[src/rtl/wave_stats_pkg.sv]
// Shared types and defaults for the per-channel waveform statistics stage.
// Also supplies the period width reused by the Measure path.
package wave_stats_pkg;

    localparam int DATA_W_DEF   = 12;
    localparam int PERIOD_W_DEF = 20;

    typedef logic [DATA_W_DEF-1:0] sample_t;

    typedef enum logic {
        XS_LOW  = 1'b0,
        XS_HIGH = 1'b1
    } xs_t;

endpackage

[src/rtl/wave_stats_schmitt_edge.sv]
// Hysteresis crossing detector: pulses rise on the sample that
// lifts the signal from below lo_th to at or above hi_th.
module schmitt_edge
    import wave_stats_pkg::*;
#(
    parameter int DATA_W = DATA_W_DEF
) (
    input  logic              clock,
    input  logic              reset,
    input  logic              sample_en,
    input  logic [DATA_W-1:0] sample_data,
    input  logic [DATA_W-1:0] hi_th,
    input  logic [DATA_W-1:0] lo_th,
    input  logic              enable,
    output logic              rise
);

    xs_t state;
    xs_t state_nxt;

    always_ff @(posedge clock or posedge reset) begin
        if (reset) begin
            state <= XS_LOW;
        end else begin
            state <= state_nxt;
        end
    end

    always_comb begin
        state_nxt = state;
        rise      = 1'b0;
        if (!enable) begin
            state_nxt = XS_LOW;
        end else if (sample_en) begin
            unique case (state)
                XS_LOW: begin
                    if (sample_data >= hi_th) begin
                        state_nxt = XS_HIGH;
                        rise      = 1'b1;
                    end
                end
                XS_HIGH: begin
                    if (sample_data < lo_th) begin
                        state_nxt = XS_LOW;
                    end
                end
            endcase
        end
    end

endmodule

[src/rtl/wave_stats.sv]
// Windowed min/max/peak-to-peak and crossing-period measurement
// for one channel; all results registered and held between updates.
module wave_stats
    import wave_stats_pkg::*;
#(
    parameter int DATA_W   = DATA_W_DEF,
    parameter int WINDOW   = 4096,
    parameter int HYST     = 16,
    parameter int PERIOD_W = PERIOD_W_DEF
) (
    input  logic                clock,
    input  logic                reset,
    input  logic                sample_en,
    input  logic [DATA_W-1:0]   sample_data,
    input  logic                hold,
    output logic [DATA_W-1:0]   vmin_out,
    output logic [DATA_W-1:0]   vmax_out,
    output logic [DATA_W-1:0]   vpp_out,
    output logic                stats_valid,
    output logic [PERIOD_W-1:0] period_out,
    output logic                period_valid
);

    localparam int WCNT_W = $clog2(WINDOW);
    localparam logic [WCNT_W-1:0] WLAST = WCNT_W'(WINDOW - 1);
    localparam logic [WCNT_W-1:0] WONE  = WCNT_W'(1);
    localparam logic [DATA_W:0] HYST_X  = (DATA_W + 1)'(HYST);
    localparam logic [DATA_W:0] HYST2_X = (DATA_W + 1)'(2 * HYST);
    localparam logic [DATA_W:0] DMAX_X  = {1'b0, {DATA_W{1'b1}}};
    localparam logic [PERIOD_W-1:0] PMAX = '1;
    localparam logic [PERIOD_W-1:0] PONE = PERIOD_W'(1);

    logic                accept;
    logic                win_end;
    logic                enable;
    logic                rise;
    logic                win_rise;
    logic                quiet;
    logic                have_edge;
    logic [DATA_W-1:0]   cur_min;
    logic [DATA_W-1:0]   cur_max;
    logic [DATA_W-1:0]   nxt_min;
    logic [DATA_W-1:0]   nxt_max;
    logic [DATA_W-1:0]   mid;
    logic [DATA_W-1:0]   hi_th;
    logic [DATA_W-1:0]   lo_th;
    logic [DATA_W:0]     mid_x;
    logic [DATA_W:0]     mid_sum;
    logic [DATA_W:0]     hi_sum;
    logic [WCNT_W-1:0]   wcnt;
    logic [PERIOD_W-1:0] pcnt;

    assign accept  = sample_en & ~hold;
    assign win_end = accept && (wcnt == WLAST);

    assign nxt_min = (sample_data < cur_min) ? sample_data : cur_min;
    assign nxt_max = (sample_data > cur_max) ? sample_data : cur_max;
    assign mid_sum = {1'b0, nxt_min} + {1'b0, nxt_max};

    assign mid_x  = {1'b0, mid};
    assign hi_sum = mid_x + HYST_X;
    assign hi_th  = (hi_sum > DMAX_X) ? '1 : DATA_W'(hi_sum);
    assign lo_th  = (mid_x < HYST_X) ? '0 : DATA_W'(mid_x - HYST_X);

    // Small signals would chatter around mid; only measure real swings.
    assign enable = stats_valid && ({1'b0, vpp_out} >= HYST2_X);

    schmitt_edge #(
        .DATA_W(DATA_W)
    ) u_edge (
        .clock      (clock),
        .reset      (reset),
        .sample_en  (accept),
        .sample_data(sample_data),
        .hi_th      (hi_th),
        .lo_th      (lo_th),
        .enable     (enable),
        .rise       (rise)
    );

    always_ff @(posedge clock or posedge reset) begin
        if (reset) begin
            vmin_out    <= '0;
            vmax_out    <= '0;
            vpp_out     <= '0;
            stats_valid <= 1'b0;
            mid         <= {1'b1, {(DATA_W - 1){1'b0}}};
            cur_min     <= '1;
            cur_max     <= '0;
            wcnt        <= '0;
        end else if (accept) begin
            if (win_end) begin
                vmin_out    <= nxt_min;
                vmax_out    <= nxt_max;
                vpp_out     <= nxt_max - nxt_min;
                stats_valid <= 1'b1;
                mid         <= DATA_W'(mid_sum >> 1);
                cur_min     <= '1;
                cur_max     <= '0;
                wcnt        <= '0;
            end else begin
                cur_min <= nxt_min;
                cur_max <= nxt_max;
                wcnt    <= wcnt + WONE;
            end
        end
    end

    always_ff @(posedge clock or posedge reset) begin
        if (reset) begin
            period_out   <= '0;
            period_valid <= 1'b0;
            pcnt         <= '0;
            have_edge    <= 1'b0;
            win_rise     <= 1'b0;
            quiet        <= 1'b0;
        end else if (accept) begin
            if (rise) begin
                if (have_edge && pcnt != PMAX) begin
                    period_out   <= pcnt;
                    period_valid <= 1'b1;
                end
                pcnt      <= PONE;
                have_edge <= 1'b1;
            end else if (pcnt != PMAX) begin
                pcnt <= pcnt + PONE;
                if (pcnt == PMAX - PONE) begin
                    period_valid <= 1'b0;
                    have_edge    <= 1'b0;
                end
            end
            // quiet marks that the previous window had no rising event
            if (win_end) begin
                win_rise <= 1'b0;
                if (win_rise || rise) begin
                    quiet <= 1'b0;
                end else begin
                    quiet <= 1'b1;
                    if (quiet) begin
                        period_valid <= 1'b0;
                    end
                end
            end else if (rise) begin
                win_rise <= 1'b1;
            end
        end
    end

endmodule

[config.mk]
export PLATFORM = sky130hd
export DESIGN_NAME = wave_stats
export DESIGN_NICKNAME = d
export VERILOG_FILES = /design/src/rtl/wave_stats_pkg.sv /design/src/rtl/wave_stats_schmitt_edge.sv /design/src/rtl/wave_stats.sv
export SDC_FILE = /design/constraint.sdc
export NUM_CORES = 1
export LEC_CHECK = 0
export ABC_AREA = 1
export CAP_MARGIN = 20
export CORE_AREA = 5 5 147 149
export CTS_CLUSTER_DIAMETER = 150
export DETAILED_ROUTE_END_ITERATION = 16
export DIE_AREA = 0 0 152 154
export GPL_TIMING_DRIVEN = 0
export PLACE_DENSITY_LB_ADDON = 0.3
export SLEW_MARGIN = 20
export SYNTH_ARGS = -nofsm -noshare
export SYNTH_HDL_FRONTEND = slang
export SYNTH_SLANG_ARGS = --single-unit
[constraint.sdc]
create_clock -name clock -period 5.2 [get_ports clock]
set_input_delay 0.78 -clock clock [delete_from_list [all_inputs] [get_ports clock]]
set_output_delay 0.78 -clock clock [all_outputs]
set_load 0.05 [all_outputs]
==> results of run 1 <==
[cells by family (layout without fill, tap and decap cells)]
kind of cell / after synthesis / in the layout / share of synthesized area
buf+inv: 183 / 289 / 0.0892
flops: 130 / 130 / 0.374
simple gates: 543 / 543 / 0.276
compound gates: 166 / 166 / 0.113
fa+ha+maj: 77 / 77 / 0.112
xor+xnor: 36 / 36 / 0.0361
[metrics by stage]
| stage | utilization | hold WS [ps] | cell area [µm²] | power [µW] |
|---|---|---|---|---|
| floorplan | - | 433 | 8740 | 2790 |
| global placement | 0.490 | 438 | 9810 | 3300 |
| detailed placement | 0.491 | 459 | 9850 | 3330 |
| CTS | 0.523 | 455 | 10500 | 4630 |
| global route | 0.523 | 467 | 10500 | 5000 |
| finish | 0.523 | 456 | 10500 | 4640 |
[sequential cells by signal (all words and copies together), names as in the netlist]
signal	cells
vmax_out	12
win_rise	1
quiet	1
mid	12
pcnt	20
have_edge	1
vmin_out	12
period_valid	1
cur_min	12
stats_valid	1
vpp_out	12
cur_max	12
u_edge.state	1
period_out	20
wcnt	12
[per-layer routing]
metal | up-vias | global-route usage | share of wire | wire (µm)
met1 | 3576 | 0.286 | 0.49 | 11200
met4 | 0 | 0.0569 | 0.018 | 411
met2 | 195 | 0.305 | 0.44 | 10000
met3 | 34 | 0.0326 | 0.048 | 1090
li1 | 3865 | - | - | -
met5 | - | 0 | 0 | 0
[worst reg2reg max path: cells and delay by family, from the launching register on]
family / cells / cell delay [ps]
buffers and inverters: 6 / 510
AO/OA/AOI/OAI: 5 / 1020
adder cells (fa/ha/maj): 3 / 900
XOR/XNOR: 1 / 210
AND/OR/NAND/NOR: 5 / 530
flip-flops: 1 / 530
[cell usage after synthesis, types with 15 or more instances]
library cell	n
o21ai_0	65
nor2_1	89
nand4_1	21
xor2_1	29
dfrtp_1	117
nor3_1	16
nand3_1	87
clkbuf_1	15
ha_1	75
o21ai_2	17
nand2_1	286
inv_1	139
a21oi_1	51
[power groups by stage]
stage	Sequential [µW]	Combinational (µW)	Clock (µW)
after floorplan	1250	1540	0
after global placement	1280	2020	0
after detailed placement	1280	2050	0
after CTS	1260	2070	1290
after global routing	1280	2380	1340
final	1270	2100	1270
[final timing paths]
kind / to / slack, ps / cells past startpoint
min in group asynchronous: vpp_out[3] / 710 / 2
setup / recovery: mid[8] / 770 / 22
hold / removal: quiet / 460 / 1
setup reg to reg: mid[7] / 1350 / 20
hold reg to reg: quiet / 460 / 1
max in group asynchronous: pcnt[16] / 3710 / 3
[cell type report]
cell class | instances | area [µm²] | area share
Clock buffer | 19 | 453 | 0.0432
Tap cell | 270 | 338 | 0.0323
Sequential cell | 130 | 3270 | 0.312
Clock inverter | 13 | 175 | 0.0167
Timing Repair Buffer | 74 | 758 | 0.0724
Inverter | 148 | 571 | 0.0545
Multi-Input combinational cell | 822 | 4690 | 0.448
Buffer | 35 | 216 | 0.0207
==> impl_metrics.json, run 1 <==
{
  "status": "completed",
  "vias_per_cell": 5.08,
  "final_common_cell": "nand2_1",
  "mostFrequentLayoutCells": "nand2_1 (286), inv_1 (138), dfrtp_1 (117)",
  "crit_family": "buffers and inverters",
  "powerDensity_mw_per_mm2": 443,
  "setup.worst_path.end_class": "flop",
  "clkSinkCount": 130,
  "synth_area_mm2": 0.00874,
  "ys_async_sr_fraction": 1.00,
  "min_from": "win_rise",
  "fp.dieH_um": 154,
  "worstMarginPinSlew_ps": 731,
  "place_congestion": 0.928,
  "setup_tns_ps": 0,
  "pwr-share-comb": 0.452,
  "ios": 74,
  "cp_cell_sequence": "clkdlybuf4s50_1, ha_1, a21oi_1, o21ai_0, a21oi_1, nand3_1, nand2_1, buf_2, nand2_1, nand2_1, inv_1, ha_1, inv_1, nand2_1, o21ai_0, inv_1, o21bai_1, nand2_1, nand2_1, nand2_1, nand3_1, o21ai_0",
  "synth_flop_cell": "dfrtp_1",
  "synth_edf_count": 0,
  "drtIter0Drc": 570,
  "clk_pin_slew_ps": 60,
  "period_share": 0.852,
  "path_max_fanout": 10,
  "clk_latency_ps": 430,
  "worst_slack_ps": 768,
  "grt_start_max_net_pins": 106,
  "clockBufferDepth": 2,
  "cts_setup_buffers": 0,
  "nets": 1321,
  "final_cells": 1511,
  "slew_violations": 0,
  "ir_drop_mv": 0.249,
  "synth_largest_area_cell": "dfrtp_1",
  "antenna_found_initial": 0,
  "crit_type": "primary input to flop",
  "syn_to_final_growth_pct": 19.8,
  "clockPowerShare": 0.275,
  "cts_buffers": 17,
  "yosys_register_bits": 130,
  "pre_cts_ws_ps": 444,
  "synth.top_cell.area_share": 0.335,
  "power.leakage_uw": 0.00524,
  "syn_inst": 1135,
  "cts_hold_buf": 0,
  "drive_above_1_share": 0.109,
  "seqPwrFrac": 0.273,
  "startpoint": "sample_data[7]",
  "drc_errors": 0,
  "hold_viol_final": 0,
  "seq_area_frac_synth": 0.374,
  "setup_viol_count_final": 0,
  "maxCapViolCount": 0,
  "crit_top_cell": "nand2_1",
  "rr_startpoint": "cur_min[11]",
  "dp_cells": 1479,
  "die_w_um": 152,
  "synth_cell_types": 50,
  "vias": 7670,
  "crit_path_start_kind": "primary input",
  "drt_wl_total_mm": 22.7,
  "cts_tree": "built",
  "fin_worst_skew_ps": 11.5,
  "grt_pass1_wl_mm": 37.9,
  "syn-mean-instance-area_um2": 7.70,
  "hpwlAfterDp_mm": 17.3,
  "worstHoldPathType": "flop to flop",
  "first_pass_iters": 5,
  "grt_use_total": 0.197,
  "rows": 52,
  "relSlewSlack": 0.513,
  "final.min_clock_period_ps": 4430,
  "internal-power_uw": 2650,
  "crit_arrival_ps": 4720,
  "grt_pass1_vias": 7345,
  "drtAntennaViolNets": 0,
  "critPathBufInv": 5,
  "p_switching_uw": 1990,
  "syn-num-nets": 1228,
  "port_buffers": 73,
  "grt-ovfl-total": 0,
  "core_area_mm2": 0.0200,
  "fp.dieArea_mm2": 0.0234,
  "swShare": 0.428,
  "synth_area_leaders": "dfrtp_1 (33%), nand2_1 (12%), ha_1 (11%), inv_1 (6.0%), nand3_1 (5.0%)",
  "slowest_delay_ps": 610,
  "fmaxAchievable_mhz": 226,
  "start_util": 0.436,
  "wire_per_inst_um": 15.0,
  "cts_root_buf": "clkbuf_16",
  "ys.warnings.count": 0,
  "fill_cells": 1934,
  "post_cts_resized": 0,
  "worstPathRequired_ps": 5490,
  "h-tree-depth": 4,
  "critical_path.slowest_cell": "clkdlybuf4s50_1",
  "rsz0062_at_grt": "no",
  "diodes": 0
}
(Power assumes the default switching activity.)
==> run 2: changes to the inputs <==
--- a/config.mk
+++ b/config.mk
@@ -11,7 +11,7 @@
 export CTS_CLUSTER_DIAMETER = 150
 export DETAILED_ROUTE_END_ITERATION = 16
 export DIE_AREA = 0 0 152 154
-export GPL_TIMING_DRIVEN = 0
+export DONT_BUFFER_PORTS = 1
 export PLACE_DENSITY_LB_ADDON = 0.3
 export SLEW_MARGIN = 20
 export SYNTH_ARGS = -nofsm -noshare
==> run 2 against run 1 <==
Die area did not move. Largest cell class unchanged. Maximum frequency up 11%. Via count is 5.9% lower. Global-route usage fell by 0.13 points. Highest routed layer unchanged. Core utilization fell by 4.9 points.
==> impl_metrics.json, run 2 (same netlist as run 1, synthesis figures left out) <==
{
  "swShare": 0.444,
  "drtAntennaViolNets": 0,
  "path_max_fanout": 13,
  "wire_per_inst_um": 15.9,
  "setup.worst_path.end_class": "flop",
  "post-route-util": 0.474,
  "vias": 7221,
  "fp.dieArea_mm2": 0.0234,
  "grt_use_total": 0.196,
  "clkSinkCount": 130,
  "worst_slack_ps": 1190,
  "crit_arrival_ps": 4300,
  "grt-ovfl-total": 0,
  "routed-wl-met3_mm": 1.69,
  "setup_viol_count_final": 0,
  "first_pass_iters": 5,
  "vias_per_cell": 5.13,
  "core_area_mm2": 0.0200,
  "fmaxAchievable_mhz": 250,
  "rrSetupSlack_ps": 1190,
  "h-tree-depth": 4,
  "cts_root_buf": "clkbuf_16",
  "hpwlAfterDp_mm": 16.9,
  "cts_setup_buffers": 0,
  "clk_pin_slew_ps": 60,
  "antenna_found_initial": 0,
  "grt_start_max_net_pins": 94,
  "fin_worst_skew_ps": 12.3,
  "topRoutingLayerUsed": "met4",
  "hold_viol_final": 0,
  "reg_top3": "pcnt x20, period_out x20",
  "rows": 52,
  "drtIter0Drc": 486,
  "pre_cts_ws_ps": 953,
  "syn_to_final_growth_pct": 8.64,
  "power.leakage_uw": 0.00487,
  "dr_wl_met2_mm": 9.44,
  "total_power_uw": 4540,
  "ios": 74,
  "drive_above_1_share": 0.105,
  "holdWs_ps": 367,
  "p_switching_uw": 2010,
  "worstHoldPathType": "primary input to asynchronous set/reset pin",
  "cts_tree": "built",
  "slew_violations": 0,
  "crit_path_start_kind": "flop",
  "pwr-share-comb": 0.454,
  "place_congestion": 0.936,
  "status": "completed",
  "worstMarginPinSlew_ps": 878,
  "clockPowerShare": 0.268,
  "crit_type": "flop to flop",
  "setup_tns_ps": 0,
  "rsz0062_at_grt": "no",
  "post_cts_resized": 0,
  "powerDensity_mw_per_mm2": 478,
  "start_util": 0.436,
  "period_share": 0.771,
  "relSlewSlack": 0.415,
  "worstPathRequired_ps": 5500,
  "clk_latency_ps": 430,
  "seqPwrFrac": 0.279,
  "cts_buffers": 17,
  "ir_drop_mv": 0.260,
  "maxCapViolCount": 0,
  "final_common_cell": "nand2_1",
  "drt_wl_total_mm": 22.4,
  "clockBufferDepth": 2,
  "grt_pass1_vias": 7075,
  "die_w_um": 152,
  "fp.dieH_um": 154,
  "nets": 1217,
  "wl_met1_mm": 10.8,
  "grt_pass1_wl_mm": 37.1,
  "diodes": 0,
  "port_buffers": 0,
  "drc_errors": 0,
  "final.min_clock_period_ps": 4010,
  "internal-power_uw": 2520,
  "mostFrequentLayoutCells": "nand2_1 (286), inv_1 (138), dfrtp_1 (117)",
  "cts_hold_buf": 0
}
==> run 2: final timing paths <==
path                                  start            to  depth (start not counted)
worst max-delay path            cur_min[11]        mid[7]                         20
worst min register to register     win_rise         quiet                          1
max in group asynchronous             reset    cur_min[3]                          2
min in group clock                 win_rise         quiet                          1
worst min-delay path                  reset  vmin_out[10]                          1
worst max register to register  cur_min[11]        mid[7]                         20
==> run 2: area by class of cell <==
type,count,area [µm²]
clock inverters,15,166
inverters,148,568
well taps,270,338
clock buffers,17,425
fillers,2020,10500
repair buffers,5,37.5
flip-flops and latches,130,3270
multi-input cells,822,4690
==> run 2: metrics by stage <==
| step | cell area [µm²] | instances |
|---|---|---|
| after floorplan | 8740 | 1135 |
| after global placement | 8910 | 1375 |
| after detailed placement | 8910 | 1375 |
| after CTS | 9500 | 1407 |
| after global routing | 9500 | 1407 |
| final | 9500 | 1407 |
==> run 2: power by group through the flow <==
| stage | sequential [µW] | combinational (µW) | clock, µW |
|---|---|---|---|
| 3_5_place_dp | 1280 | 2020 | 0 |
| 2_1_floorplan | 1250 | 1540 | 0 |
| 6_report | 1260 | 2060 | 1210 |
| 3_3_place_gp | 1280 | 2010 | 0 |
| 4_1_cts | 1260 | 2030 | 1230 |
| 5_1_grt | 1280 | 2330 | 1290 |
==> run 2: critical path, cell delays in order (launching register included) <==
cell and delay (ps):
dfstp_2 530, inv_1 60, ha_1 290, nand2_1 90, inv_1 40, nand3_1 110
inv_1 50, a21oi_1 140, buf_4 220, nand2_1 330, nand2_1 150, nand2_1 140
inv_1 110, ha_1 170, inv_1 60, fa_1 440, o21ai_1 290, a21oi_1 150
o21ai_0 220, xor2_1 200, o21ai_1 70
==> run 2: layer usage <==
| layer | GRT usage | up-vias |
|---|---|---|
| met1 | 0.278 | 3308 |
| met2 | 0.291 | 233 |
| li1 | - | 3647 |
| met4 | 0.0625 | 0 |
| met5 | 0 | - |
| met3 | 0.0534 | 33 |
==> run 3: changes to the inputs <==
==> constraint.sdc (replaced) <==
create_clock -name clock -period 3.5 [get_ports clock]
set_input_delay 0.525 -clock clock [delete_from_list [all_inputs] [get_ports clock]]
set_output_delay 0.525 -clock clock [all_outputs]
set_load 0.05 [all_outputs]
==> run 3 against run 2 <==
Sequential power rose by 49%. Critical path depth fell by 1. Die area did not move. Largest cell class unchanged. Via count rose by 4.6%. Combinational power rose by 91%. Global-route usage barely moved. Clock skew fell by 1.7 ps. Largest power group unchanged. Total power rose by 70%. Sequential share of layout area fell by 2.1 points. Final area rose by 6.5%.
==> impl_metrics.json, run 3 (same netlist as run 1, synthesis figures left out) <==
{
  "status": "completed",
  "cts_hold_buf": 0,
  "worst_slack_ps": 130,
  "drtIter0Drc": 493,
  "grt_pass1_wl_mm": 37.6,
  "drive_above_1_share": 0.168,
  "multi_input_area_mm2": 0.00480,
  "grt_use_total": 0.196,
  "seq_area_mm2": 0.00327,
  "wire_per_inst_um": 15.6,
  "hpwlAfterDp_mm": 17.2,
  "mostFrequentLayoutCells": "nand2_1 (282), inv_1 (138), dfrtp_1 (116)",
  "h-tree-depth": 4,
  "post_dp_cell_area_mm2": 0.00934,
  "fin_area_mm2": 0.0101,
  "setup.worst_path.end_class": "flop",
  "crit_arrival_ps": 3670,
  "clockPowerShare": 0.245,
  "maxCapViolCount": 0,
  "clkSinkCount": 130,
  "hold_viol_final": 0,
  "fmaxAchievable_mhz": 297,
  "crit_type": "flop to flop",
  "critical_path.slowest_cell": "dfstp_2",
  "final.min_clock_period_ps": 3370,
  "grt-ovfl-total": 0,
  "slew_violations": 0,
  "drt_wl_total_mm": 22.9,
  "path_max_fanout": 4,
  "nets": 1279,
  "period_share": 0.963,
  "powerDensity_mw_per_mm2": 761,
  "slowest_delay_ps": 530,
  "start_util": 0.436,
  "fin_worst_skew_ps": 10.6,
  "worstHoldPathType": "primary input to asynchronous set/reset pin",
  "vias_per_cell": 5.14,
  "cts_buffers": 17,
  "reg_top3": "pcnt x20, period_out x20",
  "clk_latency_ps": 420,
  "cts_root_buf": "clkbuf_16",
  "die_w_um": 152,
  "setup_viol_count_final": 0,
  "place_congestion": 0.911,
  "port_buffers": 0,
  "power.leakage_uw": 0.00518,
  "ir_drop_mv": 0.438,
  "cp_cell_sequence": "inv_1, ha_1, nand2_1, inv_1, nand3_2, nor2_1, nand4_1, buf_4, nand3_1, nand2_1, inv_1, ha_1, inv_1, fa_1, o21ai_2, a21oi_1, o21ai_1, xor2_1, o21ai_1",
  "drc_errors": 0,
  "pwr-share-comb": 0.510,
  "cts_tree": "built",
  "core_area_mm2": 0.0200,
  "vias": 7556,
  "grt_pass1_vias": 7320,
  "syn_to_final_growth_pct": 15.7,
  "seqPwrFrac": 0.245,
  "antenna_found_initial": 1,
  "pre_cts_ws_ps": -2.10,
  "first_pass_iters": 5,
  "worstMarginPinSlew_ps": 660,
  "relSlewSlack": 0.558,
  "drtAntennaViolNets": 0,
  "fp.dieArea_mm2": 0.0234,
  "internal-power_uw": 4480,
  "fill_cells": 1984,
  "ios": 74,
  "p_switching_uw": 3210,
  "diodes": 0,
  "clk_pin_slew_ps": 60,
  "fp.dieH_um": 154,
  "grt_start_max_net_pins": 45,
  "swShare": 0.418,
  "clockBufferDepth": 2,
  "rows": 52,
  "crit_top_cell": "inv_1",
  "crit_path_start_kind": "flop",
  "worstPathRequired_ps": 3800,
  "final_common_cell": "nand2_1"
}
## run 3: changes by cell type in the layout (fill, tap and decap cells not counted), sizes merged
cell,previous run,this run
clkinvlp,1,2
buf,5,67
inv,156,153
bufinv,1,3
## run 3: routing by layer
metal | global-route usage | vias up | part of all wire
met4 | 0.0548 | 2 | 0.016
met3 | 0.0531 | 30 | 0.072
met2 | 0.301 | 193 | 0.44
met5 | 0 | - | 0.00057
met1 | 0.274 | 3550 | 0.47
li1 | - | 3781 | -
## run 3: cell type report
type / instances / share of cell area
clock inverters: 15 / 0.0193
inverters: 148 / 0.0563
repair buffers: 67 / 0.0513
clock buffers: 17 / 0.0421
flip-flops and latches: 130 / 0.323
well taps: 270 / 0.0334
multi-input cells: 822 / 0.474
## run 3: final timing paths
| check | start | endpoint | depth (start not counted) | slack, ps |
|---|---|---|---|---|
| worst max-delay path | cur_min[11] | mid[7] | 19 | 130 |
| worst min-delay path | reset | mid[5] | 1 | 30 |
| worst max register to register | cur_min[11] | mid[7] | 19 | 130 |
| worst min register to register | win_rise | quiet | 1 | 470 |
| max in group asynchronous | reset | period_out[15] | 2 | 2560 |
| min in group clock | sample_data[9] | vmax_out[9] | 4 | 420 |
## run 3: repair_timing
| action | 4_1_cts | 5_1_grt |
|---|---|---|
| cloned | 0 | 0 |
| pin swaps | 0 | 6 |
| gates resized for setup | 2 | 30 |
| setup endpoints to repair | 1 | 41 |
| setup buffers | 0 | 6 |
## run 3: per-stage QoR
| step | setup TNS (ps) | instances | hold WS [ps] | total power, µW | util |
|---|---|---|---|---|---|
| 6_report | 0 | 1469 | 34.8 | 7690 | 0.505 |
| 5_1_grt | -272 | 1469 | 60.8 | 8260 | 0.505 |
| 4_1_cts | 0 | 1463 | 47.5 | 7450 | 0.497 |
| 3_5_place_dp | -2.10 | 1431 | 460 | 5510 | 0.466 |
| 3_3_place_gp | 0 | 1431 | 436 | 5490 | 0.466 |
| 2_1_floorplan | 0 | 1135 | 433 | 4150 | - |
## run 3: worst max-delay path, delay by kind of cell, from the launching register on
family / cells / cell delay [ps]
adder cells (fa/ha/maj): 3 / 900
XOR/XNOR: 1 / 220
buffers and inverters: 5 / 430
AND/OR/NAND/NOR: 6 / 610
flip-flops: 1 / 530
AO/OA/AOI/OAI: 4 / 560
## run 3: power by group through the flow
stage | sequential (µW) | combinational (µW) | clock, µW
after floorplan | 1860 | 2290 | 0
after global placement | 1900 | 3590 | 0
after detailed placement | 1900 | 3610 | 0
after CTS | 1880 | 3660 | 1910
after global routing | 1910 | 4350 | 2000
final | 1880 | 3930 | 1890
==> RTL change 1, RTL diff (settings of run 2) <==
Put one more register stage on the output `period_out`, with the module's reset. The value now appears one clock later. The other outputs are not delayed to match.
--- a/src/rtl/wave_stats.sv
+++ b/src/rtl/wave_stats.sv
@@ -29,6 +29,8 @@
     localparam logic [DATA_W:0] DMAX_X  = {1'b0, {DATA_W{1'b1}}};
     localparam logic [PERIOD_W-1:0] PMAX = '1;
     localparam logic [PERIOD_W-1:0] PONE = PERIOD_W'(1);
+
+    logic [PERIOD_W-1:0] period_s0;
 
     logic                accept;
     logic                win_end;
@@ -108,7 +110,7 @@
 
     always_ff @(posedge clock or posedge reset) begin
         if (reset) begin
-            period_out   <= '0;
+            period_s0    <= '0;
             period_valid <= 1'b0;
             pcnt         <= '0;
             have_edge    <= 1'b0;
@@ -117,7 +119,7 @@
         end else if (accept) begin
             if (rise) begin
                 if (have_edge && pcnt != PMAX) begin
-                    period_out   <= pcnt;
+                    period_s0    <= pcnt;
                     period_valid <= 1'b1;
                 end
                 pcnt      <= PONE;
@@ -146,5 +148,13 @@
         end
     end
 
+    always_ff @(posedge clock or posedge reset) begin
+        if (reset) begin
+            period_out <= '0;
+        end else begin
+            period_out <= period_s0;
+        end
+    end
+
 endmodule
 
Function: same outputs for any inputs over 10 cycles, from zero or initial values and one cycle with reset high; that may be too few to reach the edited logic, so the function may still have changed.
==> RTL change 1 against run 2 <==
- wire length increased by 2.3%
- worst hold slack better by 0.012 ns
- worst setup slack worse by 0.19 ns
- total power up 4.6%
- sequential power increased by 13%
- cell area grew 4.2%
- area after synthesis is 3.1% higher
- non-clock buffer count is the same
- critical path depth unchanged
- sequential cell count up 20
- largest cell class unchanged
- largest power group unchanged
==> RTL change 1: results (changes against run 2) <==
- Final instance area: 9896 um2 (+4.2%)
- Power per cell area: 479.8 nW/um2 (+0.44%)
- Worst R2R Start: cur_min[1]
- Final non-clock buffer share: 0.3793% (-0.016 points)
- Multi-input gate count: 801 (-2.6%)
- Logic gate share of total power: 41.3% (-4.1 points)
- Nonclk inv count: 160 (+8.1%)
- Largest registers: pcnt (20), period_out (20), period_s0 (20)
- Worst vdd ir: 0.3054 mV (+17%)
- Worst Max-Slew Pin Slew: 0.9276 ns (+0.04975 ns)
- Sequential share of the synthesized area: 41.82% (+4.4 points)
- Synth top cells by count: nand2_1, inv_1, dfrtp_1, o21ai_0, nand3_1
- Multi-input gate area: 4477 um2 (-4.6%)
- Vias per cell: 5.121 (-0.23%)
- Total GRT Usage: 19.73% (+0.13 points)
- Hold path endpoint: period_out[3]
- Worst Reg2Reg Path Length in Cells: 20 (unchanged)
- Status: complete, no violations
- # fillers: 1987 (-1.6%)
- CP arrival: 4.49 ns (+0.19 ns)
- Critical R2R Capture: mid[8]
- Gpl congestion: 0.9241 (-1.3%)
- Pre-CTS setup slack: 0.8817 ns (-0.07096 ns)
- Worst Hold Margin: 0.3786 ns (+0.01208 ns)
- Clock-cell share of area: 6.739% (+0.51 points)
- Leak pwr: 5.198 nW (+6.8%)
- PortBufs: 0 (unchanged)
- Layout cells sized above 1: 6.794% (-3.7 points)
- Storage cell area: 3770 um2 (+15%)
- Dominant cells by area after synthesis: dfrtp_1, nand2_1, ha_1
- Synth cell types: 47 (-6.0%)
- Placed instance area: 9229 um2 (+3.6%)
- Num sequential: 150 (+15%)
- Dpl hpwl: 17080 um (+1.3%)
- Final worst-path cycle share: 80.77% (+3.7 points)
- Largest net degree at the start of global routing: 102 (+8.5%)
- First-pass GRT wire length: 37200 um (+0.13%)
- Vias in the first global route: 6964 (-1.6%)
- Initial antenna violation count: 0 (unchanged)
- Routed wire length: 22900 um (+2.3%)
- Reg2Reg Setup Slack: 1.0 ns (-0.19 ns)
- Final net count: 1228 (+0.90%)
- Synth Instances: 1144 (+0.79%)
- Clock sink count: 150 (+15%)
- Crit path to: mid[8]
- Final Non-Filler Cells: 1418 (+0.78%)
- Net Sw Frac: 41.17% (-3.2 points)
- Family with the most delay on the worst path: simple AND/OR/NAND/NOR gates
- Core Region: 20040 um2 (unchanged)
- Hold Crit Class: reg2reg
- Clock-net power: 1.37 mW (+13%)
- Worst clock skew: 0.01146 ns (-0.0008682 ns)
- TritonCTS Buffers: 17 (unchanged)
- Htree depth: 4 (unchanged)
- DRT iter0 DRCs: 469 (-3.5%)
-- RTL change 1: cell types whose count changed after synthesis, sizes merged, moves of 5 or more --
cell   before  now
nand2     296  279
o21ai      86   97
nand3      92   81
xor2       29   23
nor2       98   84
dfrtp     117  137
inv       147  158
buf        20   15
-- RTL change 1: cells by family after synthesis --
| logic type | after synthesis | share of synthesized area, % |
|---|---|---|
| flip-flops | 150 | 41.82 |
| buffers and inverters | 193 | 8.537 |
| XOR/XNOR | 29 | 2.818 |
| AND/OR/NAND/NOR | 507 | 24.67 |
| AO/OA/AOI/OAI | 188 | 11.30 |
| adder cells (fa/ha/maj) | 77 | 10.86 |
-- RTL change 1: routing by layer --
layer,up-vias,GRT usage [%],part of all wire [%]
met4,0,5.779,1.8
met5,-,0,0
li1,3704,-,-
met3,25,4.834,4.9
met1,3377,26.50,46
met2,155,31.88,47
==> RTL change 2, RTL diff (config.mk and constraints of run 2) <==
Made on the original files. The parameter `WINDOW` goes from 4096 to 16384.
--- a/src/rtl/wave_stats.sv
+++ b/src/rtl/wave_stats.sv
@@ -4,7 +4,7 @@
     import wave_stats_pkg::*;
 #(
     parameter int DATA_W   = DATA_W_DEF,
-    parameter int WINDOW   = 4096,
+    parameter int WINDOW   = 16384,
     parameter int HYST     = 16,
     parameter int PERIOD_W = PERIOD_W_DEF
 ) (
Check against the original RTL: no difference found for any inputs over 10 cycles, from zero or initial values and one cycle with reset high; that may be too few to reach the edited logic, so the function may still have changed.
==> RTL change 2 against run 2 <==
- combinational power rose by 27%
- critical path type unchanged
- count of clock-buffer cells in the layout stayed put
- cell area shrank 1.6%
- wire length grew 0.93%
- worst setup slack worse by 0.65 ns
- total power up 16%
- core utilization down 0.77 points
- first-iteration DRC count rose by 6.4%
- area after synthesis decreased by 2.1%
- sequential cell count is 2 higher
- die area did not move
- highest routed layer unchanged
==> RTL change 2: results (changes against run 2) <==
- Vias in the first global route: 6683 (-5.5%)
- Post-Route M1 WL: 10720 um (-0.69%)
- CP arrival: 4.96 ns (+0.66 ns)
- Layout cells sized above 1: 6.594% (-3.9 points)
- Worst vdd ir: 0.3122 mV (+20%)
- Critical R2R Capture: mid[7]
- Final net count: 1187 (-2.5%)
- DRT iter0 DRCs: 517 (+6.4%)
- Met2 wire length: 10190 um (+7.9%)
- Leak pwr: 4.720 nW (-3.0%)
- Status: complete, no violations
- First-pass GRT wire length: 36770 um (-1.0%)
- Largest registers: pcnt (20), period_out (20), wcnt (14)
- Setup CP Type: reg2reg
- Worst Reg2Reg Path Length in Cells: 18 (-10%)
- Vias per cell: 5.271 (+2.7%)
- Worst-path clk slew: approximately 0.07 ns
- Worst skew pair latency: 0.42 ns
- Max layer used: met4
- Gpl congestion: 0.9312 (-0.52%)
- Dominant cells by area after synthesis: dfrtp_1, nand2_1, ha_1
- Worst clock skew: 0.01142 ns (-0.0009085 ns)
- Largest net degree at the start of global routing: 92 (-2.1%)
- Synth top cells by count: nand2_1, inv_1, dfrtp_1, o21ai_0, nor2_1
- Placed Instances: 1345 (-2.2%)
- Pre-CTS setup slack: 0.4750 ns (-0.4776 ns)
- Sequential share of the synthesized area: 38.78% (+1.4 points)
- Worst Max-Slew Pin Slew: 0.8866 ns (+0.008703 ns)
- WL met3: 1146 um (-32%)
- Synth Instances: 1108 (-2.4%)
- Routed wire length: 22590 um (+0.93%)
- Worst-path fanout max: 13 (unchanged)
- Synth cell types: 46 (-8.0%)
- WL per Instance: 16.40 um (+3.1%)
- Dpl hpwl: 16700 um (-0.92%)
- Worst Hold Margin: 0.3521 ns (-0.01437 ns)
- Total GRT Usage: 19.33% (-0.28 points)
- Diode count: 0 (unchanged)
- Post-layout minimum cycle time: 4.657 ns (+0.6492 ns)
-- RTL change 2: changes by cell type after synthesis, moves of 9 or more --
cell      change
nand3_1      -47
o21ai_2      -17
and2_1       -10
buf_2        +10
nand4_1       +9
o21ai_0      +34
o22ai_1      +12
o21bai_1     +11
nand3b_1     +12
a21oi_2      -12
nand2_1      -18
-- RTL change 2: cell type report --
| type | count | area [um2] |
|---|---|---|
| fillers | 2001 | 10700 |
| flip-flops and latches | 132 | 3319 |
| well taps | 270 | 337.8 |
| inverters | 146 | 558.0 |
| clock inverters | 15 | 163.9 |
| clock buffers | 17 | 425.4 |
| multi-input cells | 788 | 4471 |
| repair buffers | 9 | 67.56 |
-- RTL change 2: worst min path at each step --
stage | from | endpoint | cells past startpoint
finish | reset | cur_max[6] | 1
global route | reset | vmin_out[0] | 1
CTS | reset | vmax_out[11] | 1
detailed placement | win_rise | quiet | 1
global placement | win_rise | quiet | 1
floorplan | win_rise | quiet | 1
-- RTL change 2: critical path, stage by stage, from the launching register on --
cell and delay (ns):
dfstp_2 0.58, inv_1 0.06, ha_1 0.28, nand2_1 0.09, inv_1 0.04, nand3_1 0.10
nor2_1 0.06, nand4_1 0.33, nand2_1 0.45, o21ai_0 0.73, ha_1 0.29, inv_1 0.06
fa_1 0.43, o21ai_0 0.33, a21boi_1 0.16, o21ai_0 0.25, a21oi_1 0.10, o21ai_1 0.14
nand2_1 0.06
-- RTL change 2: where the power goes --
part / switching [mW] / leakage [nW] / internal (mW)
Sequential: 0.210 / 1.69 / 1.23
Combinational: 1.76 / 2.74 / 0.861
Clock: 0.539 / 0.286 / 0.641
-- RTL change 2: metal layers --
metal / global-route usage [%] / vias to the layer above
met1: 27.30 / 3410
met2: 30.19 / 204
met4: 6.079 / 0
li1: - / 3613
met3: 3.569 / 31
met5: 0 / -
-- RTL change 2: cell families (layout without fill, tap and decap cells) --
kind of cell	after synthesis	after routing	synth area share [%]
compound gates	203	203	13.01
xor+xnor	32	32	3.274
fa+ha+maj	77	77	11.43
buf+inv	188	187	9.092
flops	132	132	38.78
simple gates	476	476	24.41
-- RTL change 2: metrics by stage --
step | utilization, % | cell area, um2
2_1_floorplan | - | 8559
3_3_place_gp | 43.68 | 8753
3_5_place_dp | 43.68 | 8753
4_1_cts | 46.62 | 9343
5_1_grt | 46.62 | 9343
6_report | 46.62 | 9343
